===== config.mk =====
export PLATFORM = sky130hd
export DESIGN_NAME = div_iter_flat
export DESIGN_NICKNAME = d
export VERILOG_FILES = /design/src/rtl/div_iter_pkg.sv /design/src/rtl/div_iter_if.sv /design/src/rtl/div_iter_step.sv /design/src/rtl/div_iter.sv /design/src/flat_wrapper.sv
export SDC_FILE = /design/constraint.sdc
export NUM_CORES = 1
export LEC_CHECK = 0
export ABC_AREA = 1
export CAP_MARGIN = 10
export CORE_MARGIN = 2
export CORE_UTILIZATION = 55
export DETAILED_ROUTE_END_ITERATION = 7
export GPL_TIMING_DRIVEN = 0
export MAX_ROUTING_LAYER = met4
export PLACE_DENSITY = 0.76
export SYNTH_ARGS = -nofsm -noshare
export SYNTH_HDL_FRONTEND = slang
export SYNTH_SLANG_ARGS = --single-unit

===== constraint.sdc =====
create_clock -name clk -period 10.8 [get_ports clk]
set_input_delay 1.08 -clock clk [delete_from_list [all_inputs] [get_ports clk]]
set_output_delay 1.08 -clock clk [all_outputs]
set_load 0.005 [all_outputs]

===== src/rtl/div_iter_pkg.sv =====
// Shared types and sizing for the iterative divider (div_iter).
package div_iter_pkg;

    localparam int unsigned DIV_WIDTH = 32;
    localparam int unsigned DIV_CNT_W = $clog2(DIV_WIDTH) + 1;

    typedef enum logic [1:0] {
        DIV_ST_IDLE = 2'd0,
        DIV_ST_BUSY = 2'd1,
        DIV_ST_DONE = 2'd2
    } div_state_e;

endpackage


===== src/rtl/div_iter_if.sv =====
// EX-stage divide handshake: EX is master (request/accept), divider is slave (result/complete).
interface div_iter_if
    import div_iter_pkg::*;
#(
    parameter int unsigned WIDTH = DIV_WIDTH
);
    logic             div;
    logic             div_signed;
    logic [WIDTH-1:0] x;
    logic [WIDTH-1:0] y;
    logic             accept;
    logic [WIDTH-1:0] s;
    logic [WIDTH-1:0] r;
    logic             complete;
    logic             busy;

    modport master (
        output div, div_signed, x, y, accept,
        input  s, r, complete, busy
    );

    modport slave (
        input  div, div_signed, x, y, accept,
        output s, r, complete, busy
    );
endinterface


===== src/rtl/div_iter_step.sv =====
// One restoring-division iteration. quo_i carries the unconsumed dividend bits in its
// upper part; each step shifts one dividend bit into the remainder and one quotient bit in.
module div_iter_step #(
    parameter int unsigned WIDTH = 32
) (
    input  logic [WIDTH-1:0] rem_i,
    input  logic [WIDTH-1:0] quo_i,
    input  logic [WIDTH-1:0] dvs_i,
    output logic [WIDTH-1:0] rem_o,
    output logic [WIDTH-1:0] quo_o
);
    logic [WIDTH:0] shifted;
    logic           take;

    // Trial subtract on the WIDTH+1-bit partial remainder; restore when it would go negative.
    always_comb begin
        shifted = {rem_i, quo_i[WIDTH-1]};
        take    = (shifted >= {1'b0, dvs_i});
        rem_o   = take ? WIDTH'(shifted - {1'b0, dvs_i}) : shifted[WIDTH-1:0];
        quo_o   = {quo_i[WIDTH-2:0], take};
    end
endmodule


===== src/rtl/div_iter.sv =====
// Iterative restoring divider, responder side of the EX div/complete handshake.
// Optional build macro DIV_RADIX4_EN: two chained iterations per BUSY cycle.
module div_iter
    import div_iter_pkg::*;
#(
    parameter int unsigned WIDTH = DIV_WIDTH
) (
    input  logic      clk,
    input  logic      reset,
    div_iter_if.slave bus
);
`ifdef DIV_RADIX4_EN
    localparam int unsigned STEPS = 2;
`else
    localparam int unsigned STEPS = 1;
`endif
    localparam int unsigned      CNT_W    = $clog2(WIDTH) + 1;
    localparam logic [CNT_W-1:0] CNT_LAST = CNT_W'(WIDTH - STEPS);
    localparam logic [CNT_W-1:0] CNT_INC  = CNT_W'(STEPS);

    div_state_e       state_q, state_d;
    logic [CNT_W-1:0] cnt_q, cnt_d;
    logic [WIDTH-1:0] rem_q, rem_d;
    logic [WIDTH-1:0] quo_q, quo_d;
    logic [WIDTH-1:0] dvs_q, dvs_d;
    logic             sgq_q, sgq_d;
    logic             sgr_q, sgr_d;
    logic [WIDTH-1:0] s_q, s_d;
    logic [WIDTH-1:0] r_q, r_d;
    logic             complete_q, complete_d;
    logic             busy_q, busy_d;

    logic             x_neg, y_neg;
    logic [WIDTH-1:0] x_mag, y_mag;
    logic [WIDTH-1:0] rem_a, quo_a, rem_n, quo_n;

    // Operand magnitudes as WIDTH-bit unsigned, so |most-negative| stays representable.
    always_comb begin
        x_neg = bus.div_signed & bus.x[WIDTH-1];
        y_neg = bus.div_signed & bus.y[WIDTH-1];
        x_mag = x_neg ? (WIDTH'(0) - bus.x) : bus.x;
        y_mag = y_neg ? (WIDTH'(0) - bus.y) : bus.y;
    end

    div_iter_step #(.WIDTH(WIDTH)) u_step0 (
        .rem_i (rem_q),
        .quo_i (quo_q),
        .dvs_i (dvs_q),
        .rem_o (rem_a),
        .quo_o (quo_a)
    );

`ifdef DIV_RADIX4_EN
    div_iter_step #(.WIDTH(WIDTH)) u_step1 (
        .rem_i (rem_a),
        .quo_i (quo_a),
        .dvs_i (dvs_q),
        .rem_o (rem_n),
        .quo_o (quo_n)
    );
`else
    assign rem_n = rem_a;
    assign quo_n = quo_a;
`endif

    // Next-state, datapath and output decode.
    always_comb begin
        state_d = state_q;
        cnt_d   = cnt_q;
        rem_d   = rem_q;
        quo_d   = quo_q;
        dvs_d   = dvs_q;
        sgq_d   = sgq_q;
        sgr_d   = sgr_q;
        s_d     = s_q;
        r_d     = r_q;
        case (state_q)
            DIV_ST_IDLE: begin
                if (bus.div) begin
                    state_d = DIV_ST_BUSY;
                    cnt_d   = '0;
                    rem_d   = '0;
                    quo_d   = x_mag;
                    dvs_d   = y_mag;
                    sgq_d   = x_neg ^ y_neg;
                    sgr_d   = x_neg;
                end
            end
            DIV_ST_BUSY: begin
                if (!bus.div) begin
                    state_d = DIV_ST_IDLE;
                end else begin
                    rem_d = rem_n;
                    quo_d = quo_n;
                    cnt_d = cnt_q + CNT_INC;
                    if (cnt_q == CNT_LAST) begin
                        state_d = DIV_ST_DONE;
                        s_d     = sgq_q ? (WIDTH'(0) - quo_n) : quo_n;
                        r_d     = sgr_q ? (WIDTH'(0) - rem_n) : rem_n;
                    end
                end
            end
            DIV_ST_DONE: begin
                if (bus.accept || !bus.div) begin
                    state_d = DIV_ST_IDLE;
                end
            end
            default: state_d = DIV_ST_IDLE;
        endcase
        complete_d = (state_d == DIV_ST_DONE);
        busy_d     = (state_d != DIV_ST_IDLE);
    end

    // State and output registers.
    always_ff @(posedge clk or posedge reset) begin
        if (reset) begin
            state_q    <= DIV_ST_IDLE;
            cnt_q      <= '0;
            rem_q      <= '0;
            quo_q      <= '0;
            dvs_q      <= '0;
            sgq_q      <= 1'b0;
            sgr_q      <= 1'b0;
            s_q        <= '0;
            r_q        <= '0;
            complete_q <= 1'b0;
            busy_q     <= 1'b0;
        end else begin
            state_q    <= state_d;
            cnt_q      <= cnt_d;
            rem_q      <= rem_d;
            quo_q      <= quo_d;
            dvs_q      <= dvs_d;
            sgq_q      <= sgq_d;
            sgr_q      <= sgr_d;
            s_q        <= s_d;
            r_q        <= r_d;
            complete_q <= complete_d;
            busy_q     <= busy_d;
        end
    end

    assign bus.s        = s_q;
    assign bus.r        = r_q;
    assign bus.complete = complete_q;
    assign bus.busy     = busy_q;
endmodule

===== src/flat_wrapper.sv =====
// flat-port wrapper written by rule: the top's interface ports become plain ports
module div_iter_flat import div_iter_pkg::*;
#(
    parameter int unsigned WIDTH = DIV_WIDTH
)
  (clk, reset, bus_div, bus_div_signed, bus_x, bus_y, bus_accept, bus_s, bus_r, bus_complete, bus_busy);
  div_iter_if #(.WIDTH(WIDTH)) bus_i ();
  input  logic clk;
  input  logic reset;
  input wire logic [$bits(bus_i.div)-1:0] bus_div;
  input wire logic [$bits(bus_i.div_signed)-1:0] bus_div_signed;
  input wire logic [$bits(bus_i.x)-1:0] bus_x;
  input wire logic [$bits(bus_i.y)-1:0] bus_y;
  input wire logic [$bits(bus_i.accept)-1:0] bus_accept;
  output wire logic [$bits(bus_i.s)-1:0] bus_s;
  output wire logic [$bits(bus_i.r)-1:0] bus_r;
  output wire logic [$bits(bus_i.complete)-1:0] bus_complete;
  output wire logic [$bits(bus_i.busy)-1:0] bus_busy;
  assign bus_i.div = bus_div;
  assign bus_i.div_signed = bus_div_signed;
  assign bus_i.x = bus_x;
  assign bus_i.y = bus_y;
  assign bus_i.accept = bus_accept;
  assign bus_s = bus_i.s;
  assign bus_r = bus_i.r;
  assign bus_complete = bus_i.complete;
  assign bus_busy = bus_i.busy;
  div_iter #(.WIDTH(WIDTH)) u_core (.clk(clk), .reset(reset), .bus(bus_i));
endmodule

==> results_tabular.tex <==
\begin{tabular}{lr}
\hline
Metric & Value \\
\hline
\multicolumn{2}{l}{\textbf{STA}} \\
Clock tree skew after final layout & between 0.01 and 0.015 ns \\
Min Tclk post-route & approximately 4.4 ns \\
Worst rel slew slack & 48.09\% \\
Number of hold violations in the final report & 0 \\
Worst slew pin tran & just under 0.8 ns \\
Highest achievable clock rate & 227.5 MHz \\
Setup repair after global routing missed its margin & no \\
Final-report setup violation count & 0 \\
Final sum of negative setup slack & 0 ns \\
Count of final max-slew check failures & 0 \\
Share of the cycle needed by the critical path after routing & 40.70\% \\
\multicolumn{2}{l}{\textbf{Route}} \\
Post-detailed-route via-to-cell ratio & between 5 and 6 \\
WL per Instance & 17.29 microns \\
Total detailed-routing wirelength & $\sim$42000 microns \\
Number of remaining DRC errors & 0 \\
Number of detailed-routing iterations run before antenna repair & 7 \\
Drt first-iter violations & 1173 \\
Post-DRT Antenna Nets & 0 \\
DR vias & about 13000 \\
\multicolumn{2}{l}{\textbf{Setup path}} \\
WP data required & 11.13 ns \\
Kind of start point of the critical path & register \\
Critical Path Sink Type & register \\
Arrival time at the worst endpoint & 4.73 ns \\
Peak fanout along the critical path & 10 \\
Setup Crit Path Kind & reg -> reg \\
\multicolumn{2}{l}{\textbf{Clock network}} \\
Count of hold-fix buffers inserted at cts & 0 \\
Clock root buffer & sky130\_fd\_sc\_hd\_\_clkbuf\_16 \\
Clock latency at the later pin of the worst-skew pair & 0.45 ns \\
Clock transition time at the flip-flop clock pins of the worst setup and hold paths & 0.07 ns \\
Num CTS Buffers & 17 \\
Number of setup buffers added after CTS & 0 \\
PostCTS Resize Cnt & 0 \\
Maximum level of the CTS H-tree & 4 \\
Sinks on the clock net & roughly 170 \\
Clock buffer depth & 2 \\
CTS tree & yes \\
\multicolumn{2}{l}{\textbf{Pwr}} \\
Int Pwr & roughly 0.0018 W \\
Switching portion of total power & 53.00\% \\
Cell area power density & 257.0 mW/mm\^{}2 \\
Power spent charging and discharging nets & 0.002082 W \\
Power share of the combinational group & a little over three fifths \\
Flop pwr share & 21.2\% \\
Maximum vdd ir drop & about 0.16 mV \\
Power share of the clock group & 16.5\% \\
Leakage power summed over all cells & 7.735 nW \\
Total power & 0.003929 W \\
\multicolumn{2}{l}{\textbf{Floorplan}} \\
Cell row count & 56 \\
Die area & 0.02471 sq mm \\
Chip width & between 150 and 200 microns \\
Area of the core & 0.02326 sq mm \\
Effective utilization at floorplan & 55.49\% \\
Height of the die & $\sim$160 microns \\
I/O pins & 135 \\
\multicolumn{2}{l}{\textbf{Global route}} \\
Largest net degree at the start of global routing & 131 \\
Global-route total usage across every layer & 35.72\% \\
Gr ovfl total & 0 \\
Number of global-route vias before repair & 12570 \\
Wire length of the first global-routing pass & between 60000 and 70000 microns \\
Initial antenna violation count & 1 \\
\multicolumn{2}{l}{\textbf{Synthesis}} \\
Number of flip-flops and latches in the synthesized netlist & 172 \\
Mapped Area & 0.01291 sq mm \\
Main area contributors after synthesis & sky130\_fd\_sc\_hd\_\_dfrtp\_1 (33\%), sky130\_fd\_sc\_hd\_\_nand2\_1 (18\%), sky130\_fd\_sc\_hd\_\_inv\_1 (8.1\%), sky130\_fd\_sc\_hd\_\_o21ai\_0 (5.9\%), sky130\_fd\_sc\_hd\_\_nand3\_1 (5.2\%) \\
Synth area leader & sky130\_fd\_sc\_hd\_\_dfrtp\_1 \\
Library cells used by synthesis & 48 \\
Commonest cells post-synth & sky130\_fd\_sc\_hd\_\_nand2\_1 (618), sky130\_fd\_sc\_hd\_\_inv\_1 (278), sky130\_fd\_sc\_hd\_\_dfrtp\_1 (172) \\
Share of the yosys chip area belonging to registers & 33.35\% \\
Post-synth EDFFs & 0 \\
Avg Inst Size Synth & approximately 6.6 sq um \\
Leading register cell type out of synthesis & sky130\_fd\_sc\_hd\_\_dfrtp\_1 \\
Post-synthesis net count & 2058 \\
Post-Synthesis Cells & roughly 2000 \\
Share of the synthesized area in the top cell type & 33.35\% \\
Fraction of synthesis flops using an asynchronous set or reset pin & between 90\% and 100\% \\
Number of warning messages in the yosys log & 0 \\
Cell with the most instances after synthesis & sky130\_fd\_sc\_hd\_\_nand2\_1 \\
\multicolumn{2}{l}{\textbf{Layout}} \\
Post-layout instance area & 0.01529 sq mm \\
Synth-to-Final Area Change & 18.44\% \\
Fraction of layout instances using a drive strength above 1 & between 5 and 6\% \\
Net count reported at finish & 2212 \\
\multicolumn{2}{l}{\textbf{Place}} \\
Final GP Congestion & 0.9489 \\
Port-buffer cells & $\sim$130 \\
Post-DP HPWL & 33740 microns \\
Instance area after placement & between 0.01 and 0.015 sq mm \\
\multicolumn{2}{l}{\textbf{Worst hold path}} \\
Class of the tightest hold or removal check & reg -> reg \\
\multicolumn{2}{l}{\textbf{Run}} \\
Max-Cap Viols & 0 \\
\multicolumn{2}{l}{\textbf{Status}} \\
Result of the run & finished clean \\
\hline
\end{tabular}
==> per-stage QoR <==
stage               hold slack [ns]  utilization [%]  worst slack (ns)  instances
floorplan                    0.4351                -             5.060       1951
global placement             0.4519            62.97             2.850       2404
detailed placement           0.4647            63.12             6.577       2405
CTS                          0.4751            65.71             6.516       2436
global route                 0.5049            65.72             6.158       2437
finish                       0.4680            65.72             6.404       2437
==> logic make-up after synthesis <==
family	synth area share (%)
buffers and inverters	10.59
adder cells (fa/ha/maj)	3.742
AO/OA/AOI/OAI	11.61
AND/OR/NAND/NOR	35.01
XOR/XNOR	5.700
flip-flops	33.35
==> critical path, stage by stage (launching register included) <==
cell                      delay (ns)
sky130_fd_sc_hd__dfrtp_1        0.38
sky130_fd_sc_hd__inv_1          0.21
sky130_fd_sc_hd__ha_1           0.33
sky130_fd_sc_hd__nand2_1        0.15
sky130_fd_sc_hd__inv_1          0.05
sky130_fd_sc_hd__nand2_1        0.06
sky130_fd_sc_hd__nand2_1        0.08
sky130_fd_sc_hd__a21oi_1        0.17
sky130_fd_sc_hd__nand2_2        0.11
sky130_fd_sc_hd__nor2_8         0.23
sky130_fd_sc_hd__nand2_8        0.13
sky130_fd_sc_hd__buf_12         0.17
sky130_fd_sc_hd__inv_4          0.13
sky130_fd_sc_hd__ha_1           0.29
sky130_fd_sc_hd__nand4_1        0.16
sky130_fd_sc_hd__nor3_1         0.22
sky130_fd_sc_hd__nand3_1        0.22
sky130_fd_sc_hd__inv_1          0.13
sky130_fd_sc_hd__nand4_1        0.10
sky130_fd_sc_hd__nor3_1         0.20
sky130_fd_sc_hd__nand2_1        0.12
sky130_fd_sc_hd__nor2_1         0.19
sky130_fd_sc_hd__nand4_1        0.15
sky130_fd_sc_hd__nand2_1        0.08
sky130_fd_sc_hd__nand2_1        0.06
sky130_fd_sc_hd__nand3_1        0.08
sky130_fd_sc_hd__nand2_1        0.06
==> path summary, 6_finish.rpt <==
path / endpoint / from / cells after the start / slack, ns
max: u_core.bus.s[24] / u_core.dvs_q[28] / 26 / 6.40
min: u_core.cnt_q[5] / u_core.cnt_q[5] / 1 / 0.47
max reg2reg: u_core.bus.s[24] / u_core.dvs_q[28] / 26 / 6.40
min reg2reg: u_core.cnt_q[5] / u_core.cnt_q[5] / 1 / 0.47
max in group asynchronous: u_core.bus.r[17] / reset / 3 / 8.84
min in group asynchronous: u_core.dvs_q[26] / reset / 2 / 1.00
==> sequential cells by signal, summed over array words and instances, names as in the netlist <==
name / count
u_core.bus.busy: 1
u_core.bus.r: 32
u_core.quo_q: 32
u_core.rem_q: 32
u_core.dvs_q: 32
u_core.sgq_q: 1
u_core.state_q: 2
u_core.sgr_q: 1
u_core.bus.s: 32
u_core.cnt_q: 6
u_core.bus.complete: 1
==> placed cells by master, fill, tap and decap left out, types with 13 or more instances in the layout <==
master                              n
sky130_fd_sc_hd__a21oi_1           54
sky130_fd_sc_hd__clkbuf_1          48
sky130_fd_sc_hd__clkbuf_16         17
sky130_fd_sc_hd__clkdlybuf4s50_1  134
sky130_fd_sc_hd__dfrtp_1          172
sky130_fd_sc_hd__ha_1              37
sky130_fd_sc_hd__inv_1            277
sky130_fd_sc_hd__nand2_1          618
sky130_fd_sc_hd__nand2_2           30
sky130_fd_sc_hd__nand3_1          135
sky130_fd_sc_hd__nand4_1           20
sky130_fd_sc_hd__nor2_1           150
sky130_fd_sc_hd__nor2_2            18
sky130_fd_sc_hd__nor3_1            17
sky130_fd_sc_hd__o21ai_0          151
sky130_fd_sc_hd__o221ai_1          13
sky130_fd_sc_hd__xor2_1            74
==> power by group through the flow <==
| stage | Combinational, W | Clock, W | Sequential [W] |
|---|---|---|---|
| 2_1_floorplan | 0.00179 | 0 | 0.000797 |
| 6_report | 0.00245 | 0.000647 | 0.000831 |
| 3_3_place_gp | 0.00237 | 0 | 0.000836 |
| 4_1_cts | 0.00242 | 0.000647 | 0.000828 |
| 3_5_place_dp | 0.00240 | 0 | 0.000839 |
| 5_1_grt | 0.00272 | 0.000677 | 0.000838 |
==> cell type report <==
type	count	area, sq um
fillers	2193	7975
multi-input cells	1431	7237
flip-flops and latches	172	4304
repair buffers	135	1369
inverters	287	1087
clock buffers	19	452.9
well taps	319	399.1
plain buffers	61	286.5
clock inverters	12	148.9
diodes	1	2.502
==> metal layers <==
| layer | up-vias | share of wire, % | GRT usage (%) |
|---|---|---|---|
| li1 | 6501 | - | - |
| met1 | 6260 | 43 | 45.96 |
| met2 | 482 | 48 | 58.68 |
| met3 | 79 | 5.8 | 4.488 |
| met4 | 0 | 3.0 | 11.86 |
| met5 | - | 0 | - |
(Power assumes the default switching activity.)
